<file path="src/rtl/branch_unit.sv">
// -----------------------------------------------------------------------------
// branch_unit
//   Conditional branch / call / return sequencer. A one-cycle start in IDLE
//   latches the instruction byte, ALU flags and current PC. For jumps and calls
//   the target address is collected MSB-first from databus (ADDR_W/8 strobes).
//   Returns go straight to EXEC. EXEC lasts one cycle: done pulses, and a taken
//   branch raises pcoe with the target on pcout.
//
//   Optional feature: define BRANCH_UNIT_STACK_EN to add a STK_DEPTH-entry
//   return stack (taken call pushes the latched PC, taken ret pops into pcout,
//   overflow/underflow set the sticky stk_err flag). Without it, a call is a
//   plain jump, ret is never taken and stk_err is tied low.
//
// Ports
//   clk, rst                 clock, synchronous active-high reset
//   start                    one-cycle request (sampled in IDLE only)
//   cins[7:0]                [3:0] cond sel, [4] relative, [5] call, [6] ret
//   zflag/oflag/cflag/sflag  ALU flags
//   pcin[ADDR_W-1:0]         current PC
//   dvalid, databus[7:0]     target byte strobe / data, MSB first
//   busy                     high in FETCH and EXEC
//   done                     one-cycle pulse in EXEC
//   pcoe, pcout              taken-branch strobe and target (pcout 0 otherwise)
//   stk_err                  sticky stack overflow/underflow
// -----------------------------------------------------------------------------
module branch_unit #(
    parameter int ADDR_W    = 16,
    parameter int STK_DEPTH = 4
) (
    input  logic              clk,
    input  logic              rst,
    input  logic              start,
    input  logic [7:0]        cins,
    input  logic              zflag,
    input  logic              oflag,
    input  logic              cflag,
    input  logic              sflag,
    input  logic [ADDR_W-1:0] pcin,
    input  logic              dvalid,
    input  logic [7:0]        databus,
    output logic              busy,
    output logic              done,
    output logic              pcoe,
    output logic [ADDR_W-1:0] pcout,
    output logic              stk_err
);

    localparam int NBYTES = ADDR_W / 8;
    localparam int CNT_W  = 3;

    typedef enum logic [1:0] {
        S_IDLE  = 2'd0,
        S_FETCH = 2'd1,
        S_EXEC  = 2'd2
    } state_t;

    state_t              state_r, state_s;
    logic [CNT_W-1:0]    cnt_r, cnt_s;
    logic [7:0]          cins_r, cins_s;
    logic [3:0]          flags_r, flags_s;     // {z, o, c, s}
    logic [ADDR_W-1:0]   pcin_r, pcin_s;
    logic [ADDR_W-1:0]   target_r, target_s;

    logic                busy_r, done_r, pcoe_r;
    logic [ADDR_W-1:0]   pcout_r;

    logic                exec_entry_s, cond_s, ret_s, call_s;
    logic [ADDR_W-1:0]   jump_s;
    logic                pcoe_s;
    logic [ADDR_W-1:0]   pcout_s;

    // Branch condition table evaluated on the latched flags {z, o, c, s}.
    function automatic logic cond_eval(input logic [3:0] sel, input logic [3:0] f);
        logic z, o, c, s;
        {z, o, c, s} = f;
        case (sel)
            4'd0:    cond_eval = 1'b1;
            4'd1:    cond_eval = z;
            4'd2:    cond_eval = ~z;
            4'd3:    cond_eval = c;
            4'd4:    cond_eval = c | z;
            4'd5:    cond_eval = ~(c | z);
            4'd6:    cond_eval = ~c;
            4'd7:    cond_eval = o ^ s;
            4'd8:    cond_eval = (o ^ s) | z;
            4'd9:    cond_eval = ~(o ^ s) & ~z;
            4'd10:   cond_eval = ~(o ^ s);
            default: cond_eval = 1'b0;
        endcase
    endfunction

    // Next-state, request latching and target byte collection.
    always_comb begin
        state_s  = state_r;
        cnt_s    = cnt_r;
        cins_s   = cins_r;
        flags_s  = flags_r;
        pcin_s   = pcin_r;
        target_s = target_r;
        case (state_r)
            S_IDLE: begin
                if (start) begin
                    cins_s   = cins;
                    flags_s  = {zflag, oflag, cflag, sflag};
                    pcin_s   = pcin;
                    cnt_s    = {CNT_W{1'b0}};
                    target_s = {ADDR_W{1'b0}};
                    state_s  = cins[6] ? S_EXEC : S_FETCH;
                end else begin
                    state_s = S_IDLE;
                end
            end
            S_FETCH: begin
                if (dvalid) begin
                    target_s = (target_r << 4'd8) | ADDR_W'(databus);
                    if (cnt_r == CNT_W'(NBYTES - 1)) begin
                        cnt_s   = {CNT_W{1'b0}};
                        state_s = S_EXEC;
                    end else begin
                        cnt_s = cnt_r + 3'd1;
                    end
                end else begin
                    state_s = S_FETCH;
                end
            end
            S_EXEC:  state_s = S_IDLE;
            default: state_s = S_IDLE;
        endcase
    end

    // Decode of the request as it will stand during the EXEC cycle.
    always_comb begin
        exec_entry_s = (state_s == S_EXEC);
        ret_s        = cins_s[6];
        call_s       = cins_s[5];
        cond_s       = cond_eval(cins_s[3:0], flags_s);
        if (cins_s[4]) begin
            jump_s = pcin_s + target_s;
        end else begin
            jump_s = target_s;
        end
    end

`ifdef BRANCH_UNIT_STACK_EN
    localparam int SP_W  = $clog2(STK_DEPTH + 1);
    localparam int IDX_W = $clog2(STK_DEPTH);

    logic [ADDR_W-1:0] stk_r [STK_DEPTH];
    logic [SP_W-1:0]   sp_r;
    logic              stk_err_r;
    logic              push_r, pop_r;
    logic              push_s, pop_s, err_s;
    logic [IDX_W-1:0]  top_idx_s;

    assign top_idx_s = IDX_W'(sp_r - {{(SP_W-1){1'b0}}, 1'b1});
`endif

    // EXEC outcome: taken/not-taken, target selection and stack requests.
    always_comb begin
        pcoe_s  = 1'b0;
        pcout_s = {ADDR_W{1'b0}};
`ifdef BRANCH_UNIT_STACK_EN
        push_s  = 1'b0;
        pop_s   = 1'b0;
        err_s   = 1'b0;
`endif
        if (exec_entry_s && cond_s) begin
            if (ret_s) begin
`ifdef BRANCH_UNIT_STACK_EN
                if (sp_r == {SP_W{1'b0}}) begin
                    err_s = 1'b1;
                end else begin
                    pop_s   = 1'b1;
                    pcoe_s  = 1'b1;
                    pcout_s = stk_r[top_idx_s];
                end
`else
                pcoe_s = 1'b0;
`endif
            end else begin
                pcoe_s  = 1'b1;
                pcout_s = jump_s;
`ifdef BRANCH_UNIT_STACK_EN
                if (call_s) begin
                    if (sp_r == SP_W'(STK_DEPTH)) begin
                        err_s = 1'b1;
                    end else begin
                        push_s = 1'b1;
                    end
                end else begin
                    push_s = 1'b0;
                end
`endif
            end
        end else begin
            pcoe_s = 1'b0;
        end
    end

    // State, latched request and registered outputs.
    always_ff @(posedge clk) begin
        if (rst) begin
            state_r  <= S_IDLE;
            cnt_r    <= {CNT_W{1'b0}};
            cins_r   <= 8'h00;
            flags_r  <= 4'h0;
            pcin_r   <= {ADDR_W{1'b0}};
            target_r <= {ADDR_W{1'b0}};
            busy_r   <= 1'b0;
            done_r   <= 1'b0;
            pcoe_r   <= 1'b0;
            pcout_r  <= {ADDR_W{1'b0}};
        end else begin
            state_r  <= state_s;
            cnt_r    <= cnt_s;
            cins_r   <= cins_s;
            flags_r  <= flags_s;
            pcin_r   <= pcin_s;
            target_r <= target_s;
            busy_r   <= (state_s != S_IDLE);
            done_r   <= exec_entry_s;
            pcoe_r   <= pcoe_s;
            pcout_r  <= pcout_s;
        end
    end

`ifdef BRANCH_UNIT_STACK_EN
    // Stack pointer and error flag. Push/pop decided on EXEC entry are only
    // committed when EXEC completes, so a reset during EXEC leaves the stack alone.
    always_ff @(posedge clk) begin
        if (rst) begin
            sp_r      <= {SP_W{1'b0}};
            stk_err_r <= 1'b0;
            push_r    <= 1'b0;
            pop_r     <= 1'b0;
        end else begin
            push_r <= push_s;
            pop_r  <= pop_s;
            if (err_s) begin
                stk_err_r <= 1'b1;
            end else begin
                stk_err_r <= stk_err_r;
            end
            if ((state_r == S_EXEC) && push_r) begin
                sp_r <= sp_r + {{(SP_W-1){1'b0}}, 1'b1};
            end else if ((state_r == S_EXEC) && pop_r) begin
                sp_r <= sp_r - {{(SP_W-1){1'b0}}, 1'b1};
            end else begin
                sp_r <= sp_r;
            end
        end
    end

    // Stack storage; contents are don't-care above the stack pointer.
    always_ff @(posedge clk) begin
        if (!rst && (state_r == S_EXEC) && push_r) begin
            stk_r[sp_r[IDX_W-1:0]] <= pcin_r;
        end
    end

    assign stk_err = stk_err_r;
`else
    assign stk_err = 1'b0;
`endif

    assign busy  = busy_r;
    assign done  = done_r;
    assign pcoe  = pcoe_r;
    assign pcout = pcout_r;

endmodule

</file>
<file path="config.mk">
export PLATFORM = sky130hd
export DESIGN_NAME = branch_unit
export DESIGN_NICKNAME = d
export VERILOG_FILES = /design/src/rtl/branch_unit.sv
export SDC_FILE = /design/constraint.sdc
export NUM_CORES = 1
export LEC_CHECK = 0
export BUFFER_PORTS_ARGS = -buffer_cell sky130_fd_sc_hd__buf_2
export CAP_MARGIN = 20
export CORE_MARGIN = 1.5
export CORE_UTILIZATION = 45
export DETAILED_ROUTE_END_ITERATION = 8
export PLACE_DENSITY = 0.76
export SYNTH_ARGS = -nofsm -noshare
export SYNTH_HDL_FRONTEND = slang
export SYNTH_SLANG_ARGS = --single-unit
</file>
<file path="constraint.sdc">
create_clock -name clk -period 3.9 [get_ports clk]
set_input_delay 0.39 -clock clk [delete_from_list [all_inputs] [get_ports clk]]
set_output_delay 0.39 -clock clk [all_outputs]
set_load 0.02 [all_outputs]
</file>
Word-level counts from Yosys, hierarchy flattened
Cells that the tools add are included.
- add/subtract/negate cells: 2
- equality and inequality tests: 15
- muxes and demuxes: 21
- bitwise logic cells: 10
- reduce and logical (&&, ||, !) cells: 9
- operators with widths (operator ; number):
    16-bit two-way mux ; 5
    16-bit case mux with 2 select lines ; 1
    16-bit adder ; 1
    4-bit by 3-bit == test with 1-bit output (second input constant) ; 4
    16-bit by 8-bit bitwise OR with 16-bit output ; 1
    7-bit two-way mux ; 2
    4-bit == test (second input constant) ; 3
    1-bit case mux with 11 select lines ; 1
    3-bit two-way mux ; 3
    4-bit by 2-bit == test with 1-bit output (second input constant) ; 2
    2-bit two-way mux ; 4
    4-bit two-way mux ; 2
    3-bit case mux with 2 select lines ; 1
    1-bit NOT ; 5
    4-bit by 1-bit == test with 1-bit output (second input constant) ; 1
    4-bit zero test ; 1
    2-bit != test (second input constant) ; 2
    2-bit case mux with 2 select lines ; 1
    2-bit nonzero test ; 2
    3-bit by 1-bit adder with 3-bit output (second input constant) ; 1
    3-bit by 1-bit == test with 1-bit output (second input constant) ; 1
    3-bit AND reduction ; 1
    3-bit OR reduction ; 1
    2-bit by 1-bit == test with 1-bit output (second input constant) ; 1
    other kinds (9) ; 10
- register bits after elaboration: 67
- input port bits: 40
- output and inout bits: 20
- logic and storage cells: 68

Depth between registers and ports, before layout
- depth after elaboration: 9
- depth in mapped cells: 15
- depth with buffers taken out: 13

Worst setup path before layout
No wires, ideal clock.
- path kind: flip-flop to flip-flop
- start point: register state_r[0]
- end point: register pcout_r[12] (netlist: pcout[12])
- library setup time: 0.088 ns
- arrival: 3.419 ns
- data required time: 3.812 ns
- setup slack: 0.393 ns
- stages on the path, launching flop included: 16
- buffers on the path: 2
- clock period less this slack: 3.507 ns
- cells stage by stage: dfxtp_1 -> mux2i_1 -> or2_2 -> clkbuf_1 -> clkbuf_1 -> a22oi_1 -> inv_1 -> ha_1 -> fa_1 -> a21o_1 -> a21oi_2 -> o211ai_2 -> nand2_2 -> o211ai_4 -> or4b_1 -> a311oi_2
- elaborated cells between the ends (all ways): 35
- classes of those cells: add/sub: 1; eq/ne: 12; mux: 9; bitwise: 9; reduce/logical: 4
- RTL lines (element ; line ; text):
    start: declaration ; 57 ; state_t state_r, state_s;
    start signal: assignment ; 214 ; state_r <= state_s;
    2-bit by 1-bit == test with 1-bit output or 2-bit zero test (tied branches) ; 100 ; case (state_r)
    16-bit case mux with 2 select lines * ; 100 ;
    named net target_s[0] ; 62 ; logic [ADDR_W-1:0] target_r, target_s;
    16-bit adder * ; 138 ; jump_s = pcin_s + target_s;
    16-bit two-way mux * ; 137 ; if (cins_s[4]) begin
    end signal: assignment ; 212 ; pcout_r <= {ADDR_W{1'b0}};
    end signal: assignment ; 223 ; pcout_r <= pcout_s;
    end: declaration ; 65 ; logic [ADDR_W-1:0] pcout_r;
Mark *: on every way through the listed nets, which the timed path passes. The rest lies on a longest branch.
A chain may end at the register's enable or synchronous reset.

Worst setup path after layout
- start point: register state_r[1]
- end point: register pcout_r[12] (netlist: pcout[12])
Same word-level chain as after synthesis.

==> impl_results.md <==
* Die height at 90.6 um
* CTS max path bufs at 2
* Final period utilization at 89.0%
* Final Wtd Congestion at 0.887
* Die width at 90.6 um
* Grt ovf at 0
* Post-synthesis compound-gate area fraction at 20.6%
* Min cycle time layout at 3470 ps
* Initial core utilization at 47.1%
* Most frequent cell after synthesis: nand2_1
* Max-slew violations at 0
* Relative slew slack at 43.4%
* EDFF count, synth at 0
* Top post-synthesis cells by area: dfxtp_1, nand2_1, a21oi_1, ha_1, nor2_1
* Placed Instance Area at 3800 um^2
* Initial antenna violation count at 0
* Top layer in use: met4
* Cells after DPL at 558
* Max-Cap Viols at 0
* Largest family of logic cells by synthesized area: simple AND/OR/NAND/NOR gates
* Final hold vios at 0
* Post-CTS Setup Bufs at 0
* Met1 Routed Length at 3480 um
* Post-synthesis sequential area ratio at 38.3%
* Pre-Repair DR Iteration Count at 4
* Clk slew on worst S/H paths at 80 ps
* CP Cell Sequence: nand2b_1, nor2_4, a22oi_1, inv_1, ha_1, fa_1, a21o_1, a21oi_2, o211ai_2, nand2_2, o211ai_4, or4b_1, a311oi_2
* TritonCTS Buffers at 9
* Max Fclk at 288 MHz
* RSZ-0062 raised after global routing: no
* GRT Total Usage at 20.2%
* Crit path DAT at 3740 ps
* CTS Root Cell: clkbuf_8
* First-pass GRT wire length at 13400 um
* Core region area at 7330 um^2
* 1st-iter DRT viols at 164
* Post-synthesis register bit count at 66
* WL met2 at 3880 um
* Ys async rst share at 0%
* Synth-to-Final Area Change at 15.8%
* Fraction of the mapped netlist area in adder cells at 6.02%
* Critical path's slowest cell: or4b_1
* Sink Count at 66
* Via count at 3147
* Detailed Place HPWL at 5730 um
* Setup CP Type: reg -> reg
* Synth Area in Simple Gates at 25.2%
* Vias in the first global route at 2956
* Nets at 526
* Final WS setup at 427 ps
* I/O pin total at 60
* Site Rows at 31
* ANT cells at 0
* Final Cell Area at 4000 um^2
* Average cell area after synthesis at 8.22 um^2
* Crit Path Max Fanout at 18
* Finish-stage setup viols at 0
* Worst Path Required at 4170 ps
* Final wirelength at 7980 um
* Placement Setup Slack at 448 ps
* Post-DRT Antenna Nets at 0
* Worst path max stage delay at 490 ps
* Pwr Density at 387 nW/um^2
* Layout Cells excl Fill at 574
* YS warnings at 0
* H-tree levels at 3
* Outcome: complete, no violations
* Worst setup SP type: register
* Post-synth top area cell: dfxtp_1
* TritonCTS clock tree: done
* Post-synthesis mux area share at 2.75%
* Post-Synthesis Cells at 420
* # hold bufs at CTS at 0
* Synth Cell Area at 3450 um^2
* Slew @ Worst Pin at 850 ps
* Worst setup EP type: register
* Pin count of the biggest net entering global routing at 50
* Commonest cells post-synth: nand2_1, dfxtp_1, a21oi_1
* Die area at 8210 um^2
* Worst-skew pair later-pin latency at 360 ps
* Worst clock skew at 6.69 ps
* Layout cells sized above 1 at 20.0%
* Synth unique cells at 64
* Buffers on Ports at 56
* Type of the tightest min-delay check: in -> reg
* WL per Instance at 13.9 um
* Syn Nets at 476
* Post-CTS sizing at 0
* Overall power at 1550 uW
* Total negative setup slack at 0 ps
* Ys flop type: dfxtp_1
* Lkg Pwr at 0.00177 uW
* Synth Area in XOR/XNOR at 3.30%
* Synth top area share at 38.3%
* Via density at 5.48
* DR WL met3 at 435 um
* DRC violations left at 0
* Peak VDD IR at 0.226 mV
==> path summary, 6_finish.rpt <==
kind / endpoint / start / slack, ps / cells after the start
max: pcout[12] / state_r[1] / 430 / 13
min: flags_r[0] / sflag / 290 / 3
max reg2reg: pcout[12] / state_r[1] / 430 / 13
min reg2reg: pcin_r[14] / pcin_r[14] / 460 / 2
==> power breakdown <==
group	total (uW)	internal, uW	switching (uW)
Sequential	711	697	13.8
Clock	582	299	283
Combinational	255	98.6	156
==> layer usage <==
metal	up-vias	global-route usage, %
met2	88	34.8
met1	1464	24.2
met3	16	4.46
met4	0	8.47
li1	1579	-
met5	-	0
==> metrics by stage <==
step,hold WS (ps),util [%]
3_5_place_dp,457,51.8
6_report,287,54.5
5_1_grt,297,54.5
3_3_place_gp,450,51.8
4_1_cts,284,54.5
2_1_floorplan,444,-
==> final cells by class <==
| class | instances | area [um^2] |
|---|---|---|
| clock buffer | 9 | 124 |
| clock inverter | 7 | 76.3 |
| fill | 675 | 3330 |
| inverter | 9 | 33.8 |
| multi-input combinational | 324 | 2010 |
| sequential | 66 | 1320 |
| tap | 99 | 124 |
| timing repair buffer | 60 | 310 |
==> cell usage in the layout, fill, tap and decap left out, types with 3 or more instances in the layout <==
master and n:
nor2b_1 16, inv_1 9, a211oi_1 5, buf_4 4
nand2_1 85, nand3_1 6, o21ai_0 11, nor3b_1 3
xor2_1 3, xnor2_1 10, a21o_1 5, or2_2 3
buf_2 56, nor3_1 12, nor2_1 31, clkbuf_8 9
a22oi_1 4, a22o_1 12, dfxtp_1 66, nand2b_1 5
ha_1 15, a21oi_1 41, mux2i_1 6, o211ai_1 4
a31oi_1 4
==> registers in the layout, indices dropped and copies added, names as in the netlist <==
signal    count
pcin_r       16
state_r       2
cnt_r         3
pcoe          1
pcout        16
cins_r        6
busy          1
target_r     16
done          1
flags_r       4
==> logic make-up after synthesis <==
kind of cell | after synthesis
and+or+nand+nor | 181
buffers and inverters | 30
AOI/OAI and AO/OA | 104
other | 1
DFF | 66
muxes | 9
adders and majority gates | 16
xor gates and xnor gates | 13
==> critical path, delay by kind of cell, from the launching register on <==
kind | cells | cell delay, ps
buffers and inverters | 1 | 80
AND/OR/NAND/NOR | 4 | 1000
AO/OA/AOI/OAI | 6 | 1180
adder cells (fa/ha/maj) | 2 | 640
flip-flops | 1 | 480
No activity file was read; power rests on OpenSTA's default activity.
